<file path="config.mk">
export PLATFORM = sky130hd
export DESIGN_NAME = gemm_w_buff_ctrl
export DESIGN_NICKNAME = d
export VERILOG_FILES = /design/src/rtl/gemm_pkg.sv /design/src/rtl/gemm_w_buff_ctrl.sv
export SDC_FILE = /design/constraint.sdc
export NUM_CORES = 1
export LEC_CHECK = 0
export ABC_AREA = 1
export ABC_CLOCK_PERIOD_IN_PS = 2100
export BUFFER_PORTS_ARGS = -buffer_cell sky130_fd_sc_hd__buf_2
export CAP_MARGIN = 20
export CORE_MARGIN = 2
export CORE_UTILIZATION = 51
export CTS_CLUSTER_SIZE = 24
export DETAILED_ROUTE_END_ITERATION = 7
export PLACE_DENSITY = 0.83
export SYNTH_ARGS = -nofsm -noshare
export SYNTH_HDL_FRONTEND = slang
export SYNTH_SLANG_ARGS = --single-unit
</file>
<file path="constraint.sdc">
create_clock -name i_clk -period 2.1 [get_ports i_clk]
set_input_delay 0.42 -clock i_clk [delete_from_list [all_inputs] [get_ports i_clk]]
set_output_delay 0.42 -clock i_clk [all_outputs]
set_load 0.01 [all_outputs]
</file>
<file path="src/rtl/gemm_pkg.sv">
// Purpose: shared GEMM datapath constants and the weight-buffer sequencer state encoding.
// Latency: n/a (package only).
// Backpressure: n/a (package only).
package gemm_pkg;

  // Default datapath geometry used across the GEMM blocks
  localparam int GEMM_DATA_WIDTH = 16;
  localparam int GEMM_DEPTH      = 512;
  localparam int GEMM_N_COLS     = 8;

  // Weight-buffer sequencer state encoding
  localparam logic [2:0] ST_IDLE   = 3'd0;
  localparam logic [2:0] ST_CLR    = 3'd1;
  localparam logic [2:0] ST_LOAD   = 3'd2;
  localparam logic [2:0] ST_RUN    = 3'd3;
  localparam logic [2:0] ST_REWIND = 3'd4;
  localparam logic [2:0] ST_READY  = 3'd5;

  typedef enum logic [2:0] {
    S_IDLE   = ST_IDLE,
    S_CLR    = ST_CLR,
    S_LOAD   = ST_LOAD,
    S_RUN    = ST_RUN,
    S_REWIND = ST_REWIND,
    S_READY  = ST_READY
  } wb_state_e;

endpackage

</file>
<file path="src/rtl/gemm_w_buff_ctrl.sv">
// Purpose: loads a weight stream column by column into the per-column buffers, then replays them in lock-step.
// Latency: beat written in its accept cycle; done pulses one cycle after the last step; READY the cycle after.
// Backpressure: o_w_ready high only in LOAD; i_step gates the replay, buffers hold while it is low.
// Ports: i_load/i_run requests with i_len; i_w_valid/i_w_data/o_w_ready weight stream; i_step array consume;
//        o_buf_* drive the N_COLS buffers; o_loaded/o_busy status; o_done/o_err single-cycle pulses.
module gemm_w_buff_ctrl
  import gemm_pkg::*;
#(
  parameter int DATA_WIDTH = GEMM_DATA_WIDTH,
  parameter int DEPTH      = GEMM_DEPTH,
  parameter int N_COLS     = GEMM_N_COLS,
  parameter int N_DEPTH    = $clog2(DEPTH),
  parameter int N_COLW     = (N_COLS > 1) ? $clog2(N_COLS) : 1
) (
  input  logic                  i_clk,
  input  logic                  i_rst_n,
  input  logic                  i_load,
  input  logic [N_DEPTH:0]      i_len,
  input  logic                  i_w_valid,
  input  logic [DATA_WIDTH-1:0] i_w_data,
  output logic                  o_w_ready,
  input  logic                  i_run,
  input  logic                  i_step,
  output logic                  o_buf_rst,
  output logic [N_COLS-1:0]     o_buf_valid,
  output logic [N_COLS-1:0]     o_buf_write,
  output logic [DATA_WIDTH-1:0] o_buf_data,
  output logic                  o_loaded,
  output logic                  o_busy,
  output logic                  o_done,
  output logic                  o_err
);

  // Length counters carry one extra bit so len == DEPTH is representable
  localparam logic [N_DEPTH:0]  LEN_MAX  = (N_DEPTH + 1)'(DEPTH);
  localparam logic [N_DEPTH:0]  LEN_ONE  = (N_DEPTH + 1)'(1);
  localparam logic [N_COLW-1:0] COL_LAST = N_COLW'(N_COLS - 1);

  wb_state_e         state, state_nxt;
  logic [N_DEPTH:0]  len_q;
  logic [N_DEPTH:0]  ent_q;      // entry index in LOAD, step count in RUN
  logic [N_COLW-1:0] col_q;
  logic              from_load_q; // REWIND follows a load (else a pass)
  logic              loaded_q;

  logic              len_ok;
  logic              at_rest;
  logic              take_load;
  logic              take_run;
  logic              beat;
  logic              step;
  logic              ent_last;
  logic [N_COLS-1:0] col_onehot;

  assign len_ok    = (i_len != '0) && (i_len <= LEN_MAX);
  assign at_rest   = (state == S_IDLE) || (state == S_READY);
  // Load has priority over run when both are requested together
  assign take_load = at_rest && i_load && len_ok;
  assign take_run  = (state == S_READY) && !i_load && i_run && len_ok;
  assign beat      = (state == S_LOAD) && i_w_valid;
  assign step      = (state == S_RUN) && i_step;
  assign ent_last  = (ent_q == (len_q - LEN_ONE));

  always_comb begin
    col_onehot = '0;
    for (int c = 0; c < N_COLS; c++) begin
      col_onehot[c] = (col_q == N_COLW'(c));
    end
  end

  always_ff @(posedge i_clk) begin
    if (!i_rst_n) begin
      state <= S_IDLE;
    end else begin
      state <= state_nxt;
    end
  end

  always_comb begin
    state_nxt   = state;
    o_w_ready   = 1'b0;
    o_buf_rst   = 1'b0;
    o_buf_valid = '0;
    o_buf_write = '0;
    o_buf_data  = '0;
    o_busy      = 1'b1;
    o_done      = 1'b0;
    o_err       = 1'b0;
    o_loaded    = loaded_q;

    case (state)
      S_IDLE, S_READY: begin
        o_busy = 1'b0;
        if (take_load) begin
          state_nxt = S_CLR;
        end else if (take_run) begin
          state_nxt = S_RUN;
        end
        // A run in IDLE is ignored outright, so it never flags a bad length
        o_err = !len_ok && (i_load || (i_run && state == S_READY));
      end
      S_CLR: begin
        o_buf_rst = 1'b1;
        state_nxt = S_LOAD;
      end
      S_LOAD: begin
        o_w_ready = 1'b1;
        if (beat) begin
          o_buf_valid = col_onehot;
          o_buf_write = col_onehot;
          o_buf_data  = i_w_data;
          if (ent_last && col_q == COL_LAST) begin
            state_nxt = S_REWIND;
          end
        end
      end
      S_RUN: begin
        if (step) begin
          o_buf_valid = '1;
          if (ent_last) begin
            state_nxt = S_REWIND;
          end
        end
      end
      S_REWIND: begin
        o_buf_rst = 1'b1;
        o_done    = !from_load_q;
        state_nxt = S_READY;
      end
      default: begin
        state_nxt = S_IDLE;
      end
    endcase

    // While reset is held the buffers are kept cleared and everything else is quiet
    if (!i_rst_n) begin
      state_nxt   = S_IDLE;
      o_w_ready   = 1'b0;
      o_buf_rst   = 1'b1;
      o_buf_valid = '0;
      o_buf_write = '0;
      o_buf_data  = '0;
      o_busy      = 1'b0;
      o_done      = 1'b0;
      o_err       = 1'b0;
      o_loaded    = 1'b0;
    end
  end

  always_ff @(posedge i_clk) begin
    if (!i_rst_n) begin
      len_q       <= '0;
      ent_q       <= '0;
      col_q       <= '0;
      from_load_q <= 1'b0;
      loaded_q    <= 1'b0;
    end else begin
      case (state)
        S_IDLE, S_READY: begin
          if (take_load) begin
            len_q       <= i_len;
            loaded_q    <= 1'b0;
            from_load_q <= 1'b1;
          end else if (take_run) begin
            len_q       <= i_len;
            ent_q       <= '0;
            from_load_q <= 1'b0;
          end
        end
        S_CLR: begin
          ent_q <= '0;
          col_q <= '0;
        end
        S_LOAD: begin
          if (beat) begin
            if (ent_last) begin
              ent_q <= '0;
              col_q <= col_q + 1'b1;
            end else begin
              ent_q <= ent_q + LEN_ONE;
            end
          end
        end
        S_RUN: begin
          if (step) begin
            ent_q <= ent_last ? '0 : ent_q + LEN_ONE;
          end
        end
        S_REWIND: begin
          ent_q <= '0;
          col_q <= '0;
          if (from_load_q) begin
            loaded_q <= 1'b1;
          end
        end
        default: begin
          ent_q <= '0;
          col_q <= '0;
        end
      endcase
    end
  end

endmodule

</file>
==> results.yml, run 1 <==
floorplan:
  ioPinCount: 70
  die_area_um2: 4770
  start_util: 0.535
  dieHeight_um: 69.0
  core_area_um2: 4030
  num_rows: 23
  die_x_um: 69.0
cts:
  cts_root_buf: "clkbuf_8"
  htreeDepth: 1
  cts_tree: "yes"
  insertion_delay_ns: 0.28
  clk_pin_slew_ns: 0.10
  clock_sinks: 28
  clk_path_buf_depth: 2
  cts_buffers: 3
placed_design:
  dpl-instance-area_um2: 2610
  place.gp.congestion: 0.856
  portBuffers: 69
  place_inst: 466
  dp_hpwl_um: 4400
pwr:
  swShare: 0.482
  ir_drop_mv: 0.575
  sequentialPowerShare: 0.271
  switchingPower_w: 0.00135
  power_density_nw_per_um2: 995
  p_leak_nw: 1.44
  p_int_w: 0.00145
  p_comb_frac: 0.604
  clockPowerShare: 0.125
detailed_routing:
  drcViolationCount: 0
  first_pass_iters: 4
  viasPerCell: 5.17
  vias: 2459
  wl_per_cell_um: 12.4
  routed_wl_um: 5900
  antenna_left: 0
  drt_iter0_drc: 114
synthesis:
  yosysTopAreaCellShare: 0.260
  synth_edf_count: 0
  syn-num-nets: 384
  synthArstFlopShare: 0
  syn_area_um2: 2160
  seq_area_frac_synth: 0.260
  ys_top_cells_by_count: "nand2_1 (67), nor2_1 (63), inv_1 (46)"
  ys.flop_type: "dfxtp_1"
  ys_ff_latch: 28
  postSynthCellCount: 344
  synthMostInstantiatedCell: "nand2_1"
  syn_avg_cell_area_um2: 6.27
  synth.area.top_cells: "dfxtp_1 (26%), nand2_1 (12%), nor2_1 (11%)"
  yosysTopAreaCell: "dfxtp_1"
  yosysWarnings: 0
  ys_types: 31
cells_and_area:
  stdcell_count: 476
  fin_util: 0.697
  syn2layout_area_growth_pct: 30.1
  fin_nets: 467
  diodes: 0
  finalInstanceArea_um2: 2810
  drive_gt1_frac: 0.333
worst_setup_path:
  crit_type: "reg -> out"
  critPathMaxStageDelay_ns: 0.37
  cpMaxStageDelayCell: "dfxtp_2"
  critPathMaxFanout: 8
  critPathCaptureType: "output port"
  crit_required_ns: 1.68
  critPathArrivalTime_ns: 1.69
  crit_chain: "inv_4 > nor2_4 > inv_4 > nor2_4 > inv_4 > nor2_4 > buf_6 > nand3_2 > a21oi_2 > buf_2"
  start_kind: "flip-flop"
global_routing:
  grt_pass1_vias: 2391
  antenna_found_initial: 0
  grt_max_degree: 20
  grt.overflow.total: 0
  grt_use_total: 0.242
  grt_pass1_wl_um: 9720
run:
  cap_violations: 0
sta:
  finalCriticalPeriod_ns: 2.11
  min_period_over_period: 1.00
  rsz0062_at_grt: "true"
  final-setup-viol-count: 1
  slew_viol_final: 0
  fmax_mhz: 474
  worst_slack_ns: -0.00951
  final_hold_viol_count: 0
  worstMarginPinSlew_ns: 0.553
  fin_skew_ns: 0.00234
  slew_headroom: 0.631
worst_hold_path:
  min_path_type: "in -> reg"
run_status:
  violations: "negative setup slack"
  status: "finished with violations"
## worst max-delay path: cells and delay by family, from the launching register on
kind,cells,cell delay [ns]
flops,1,0.37
compound gates,1,0.14
simple gates,4,0.42
buf+inv,5,0.47
## registers in the layout, indices dropped and copies added (netlist names)
| signal | count |
|---|---|
| len_q | 10 |
| state | 3 |
| col_q | 3 |
| ent_q | 10 |
| loaded_q | 1 |
| from_load_q | 1 |
## metal layers
metal | share of wire | vias to the layer above | track usage
met5 | 0 | - | 0
met4 | 0.027 | 0 | 0.0850
met3 | 0.062 | 16 | 0.0453
met2 | 0.51 | 88 | 0.458
met1 | 0.40 | 1105 | 0.265
li1 | - | 1250 | -
## layout by cell type, fill, tap and decap left out, types with 6 or more instances in the layout
cell	count
a21oi_1	17
buf_2	69
buf_4	15
dfxtp_1	24
ha_1	7
inv_1	45
nand2_1	64
nand2_2	8
nand3_1	20
nand3_2	6
nand4_1	7
nor2_1	62
nor2_4	7
nor3_1	8
o21ai_0	12
xor2_1	8
## final timing paths
kind | startpoint | to | slack [ns] | cells past startpoint
min | i_len[9] | len_q[9] | 0.39 | 3
max reg2reg | len_q[1] | ent_q[3] | 0.19 | 15
max | state[1] | o_buf_valid[2] | -0.01 | 10
min reg2reg | from_load_q | from_load_q | 0.48 | 2
## power groups by stage
stage / combinational, W / sequential (W) / clock (W)
after global placement: 0.00148 / 0.000749 / 0
after CTS: 0.00156 / 0.000743 / 0.000349
after global routing: 0.00189 / 0.000769 / 0.000368
after floorplan: 0.00118 / 0.000726 / 0
final: 0.00169 / 0.000756 / 0.000350
after detailed placement: 0.00152 / 0.000752 / 0
## logic make-up (layout without fill, tap and decap cells)
kind of cell             count (synthesis)  in the layout  share of synthesized area
buffers and inverters                   58            140                      0.105
flip-flops                              28             28                      0.260
XOR/XNOR                                10             10                     0.0406
AND/OR/NAND/NOR                        199            199                      0.440
adder cells (fa/ha/maj)                  8              8                     0.0464
AO/OA/AOI/OAI                           41             41                      0.108
## layout make-up
cell class | count | area, um^2
fill | 338 | 1220
clock buffer | 4 | 55.1
inverter | 51 | 199
sequential | 28 | 566
timing repair buffer | 85 | 469
tap | 50 | 62.6
multi-input combinational | 258 | 1460
## metrics by stage
step,power [W],hold slack [ns],TNS (ns),setup WS (ns)
after global placement,0.00222,0.458,0,0.162
after detailed placement,0.00227,0.469,0,0.122
after CTS,0.00265,0.384,0,0.00499
final,0.00279,0.391,-0.00951,-0.00951
after global routing,0.00303,0.408,-1.43,-0.0684
after floorplan,0.00191,0.449,0,0.183
## repair_timing
item                       CTS  global route
resized for setup            4            23
pin swaps                    2             8
setup endpoints to repair   32            48
buffers inserted             2             4
hold buffers                 0             0
Power figures use the tool's default switching activity.
==> run 2, diff against run 1 <==
--- a/config.mk
+++ b/config.mk
@@ -14,6 +14,7 @@
 export CTS_CLUSTER_SIZE = 24
 export DETAILED_ROUTE_END_ITERATION = 7
 export PLACE_DENSITY = 0.83
+export REMOVE_ABC_BUFFERS = 1
 export SYNTH_ARGS = -nofsm -noshare
 export SYNTH_HDL_FRONTEND = slang
 export SYNTH_SLANG_ARGS = --single-unit
==> run 2 against run 1 <==
  * Critical path type unchanged
  * Highest routed layer unchanged
  * First-iteration DRC count fell by 15%
  * Final cell count shrank 0.21%
  * Total power fell by 2.1%
  * Combinational power about the same
  * The flow still finishes with violations (negative setup slack)
==> results.yml, run 2 (same netlist as run 1, synthesis figures left out) <==
run_status:
  status: "finished with violations"
  violations: "negative setup slack"
detailed_routing:
  routed_wl_um: 5460
  vias: 2427
  drcViolationCount: 0
  first_pass_iters: 4
  viasPerCell: 5.11
  antenna_left: 0
  drt_iter0_drc: 97
  wl_per_cell_um: 11.5
pwr:
  power_density_nw_per_um2: 967
  ir_drop_mv: 0.666
  p_leak_nw: 1.43
global_routing:
  grt.overflow.total: 0
  antenna_found_initial: 0
  grt_pass1_wl_um: 9220
  grt_max_degree: 21
  grt_pass1_vias: 2236
  grt_use_total: 0.226
worst_setup_path:
  crit_required_ns: 1.68
  cpMaxStageDelayCell: "dfxtp_2"
  crit_chain: "inv_4 > nor2_4 > inv_4 > nor2_4 > inv_4 > nor2_4 > buf_8 > nand3_4 > a21oi_2 > buf_2"
  critPathBufInv: 5
  start_kind: "flip-flop"
  critPathArrivalTime_ns: 1.73
  crit_type: "reg -> out"
  cp_top_family: "buffers and inverters"
  critPathMaxStageDelay_ns: 0.36
  cp.depth: 10
  critPathMaxFanout: 8
  critPathCaptureType: "output port"
  rr_worst_depth: 12
cts:
  htreeDepth: 1
  clk_path_buf_depth: 2
  clock_sinks: 28
  insertion_delay_ns: 0.28
  cts_root_buf: "clkbuf_8"
  cts_tree: "yes"
  cts_buffers: 3
  clk_pin_slew_ns: 0.10
floorplan:
  start_util: 0.535
  num_rows: 23
  die_x_um: 69.0
  ioPinCount: 70
  dieHeight_um: 69.0
  die_area_um2: 4770
  core_area_um2: 4030
placed_design:
  dp_hpwl_um: 4130
  place.gp.congestion: 0.856
  dpl-instance-area_um2: 2580
  portBuffers: 69
sta:
  rsz0062_at_grt: "true"
  slew_viol_final: 0
  fmax_mhz: 464
  final_hold_viol_count: 0
  finalCriticalPeriod_ns: 2.15
  worst_slack_ns: -0.0532
  fin_skew_ns: 0.00700
  slew_headroom: 0.799
  final-setup-viol-count: 5
  min_period_over_period: 1.03
  worstMarginPinSlew_ns: 0.301
  fin_setup_tns_ns: -0.0755
cells_and_area:
  finalInstanceArea_um2: 2830
  drive_gt1_frac: 0.346
  fin_nets: 467
  fill_cells: 348
  reg_top3: "ent_q x10, len_q x10"
  final_common_cell: "buf_2"
  diodes: 0
  layout_common_cells: "buf_2 (69), nand2_1 (63), nor2_1 (59)"
  fin_util: 0.702
  syn2layout_area_growth_pct: 31.1
worst_hold_path:
  whs_path_depth: 3
  min_path_type: "in -> reg"
run:
  cap_violations: 0
==> run 2: changes by cell type in the layout (fill, tap and decap cells not counted), sizes merged <==
| cell | delta |
|---|---|
| clkbuf | -1 |
==> run 2: final timing paths <==
check | to | start | slack, ns
max | o_buf_valid[5] | state[1] | -0.05
min | len_q[9] | i_len[9] | 0.40
max reg2reg | col_q[0] | len_q[1] | 0.15
min reg2reg | loaded_q | loaded_q | 0.49
==> run 2: layout make-up <==
cell class | instances | area [um^2] | share of cell area
clock buffer | 3 | 41.3 | 0.0146
sequential | 28 | 564 | 0.199
multi-input combinational | 258 | 1490 | 0.526
inverter | 51 | 199 | 0.0703
tap | 50 | 62.6 | 0.0221
timing repair buffer | 85 | 473 | 0.167
==> run 2: per-layer routing <==
metal  vias to the layer above  wire length, um  global-route usage
met4                         0              141              0.0806
met5                         -                0                   0
met2                        85             2650               0.419
met3                        13              358              0.0351
met1                      1080             2310               0.261
li1                       1249                -                   -
==> run 2: where the power goes <==
group	switching [W]	internal (W)	leakage, nW	total, W
logic	0.00103	0.000655	1.18	0.00169
clock network	0.000166	0.000129	0.0216	0.000296
registers	0.000121	0.000631	0.230	0.000752
==> run 2: metrics by stage <==
stage               instances  power, W  hold WS, ns  setup slack (ns)
global placement          462   0.00219        0.464            0.0502
global route              475   0.00299        0.412            -0.111
finish                    475   0.00273        0.396           -0.0532
floorplan                 337   0.00189        0.449             0.235
detailed placement        462   0.00224        0.479            0.0386
CTS                       468   0.00257        0.393            0.0115
==> run 2: worst min-delay path: stages <==
cell,delay [ns]
buf_2,0.11
nand2_1,0.06
a21oi_1,0.05
==> run 2: repair_timing <==
action | in CTS | in global routing
setup endpoints to repair | 28 | 36
pin swaps | 1 | 8
gates resized for setup | 4 | 31
cloned | 0 | 0
hold buffers | 0 | 0
setup buffers | 3 | 7
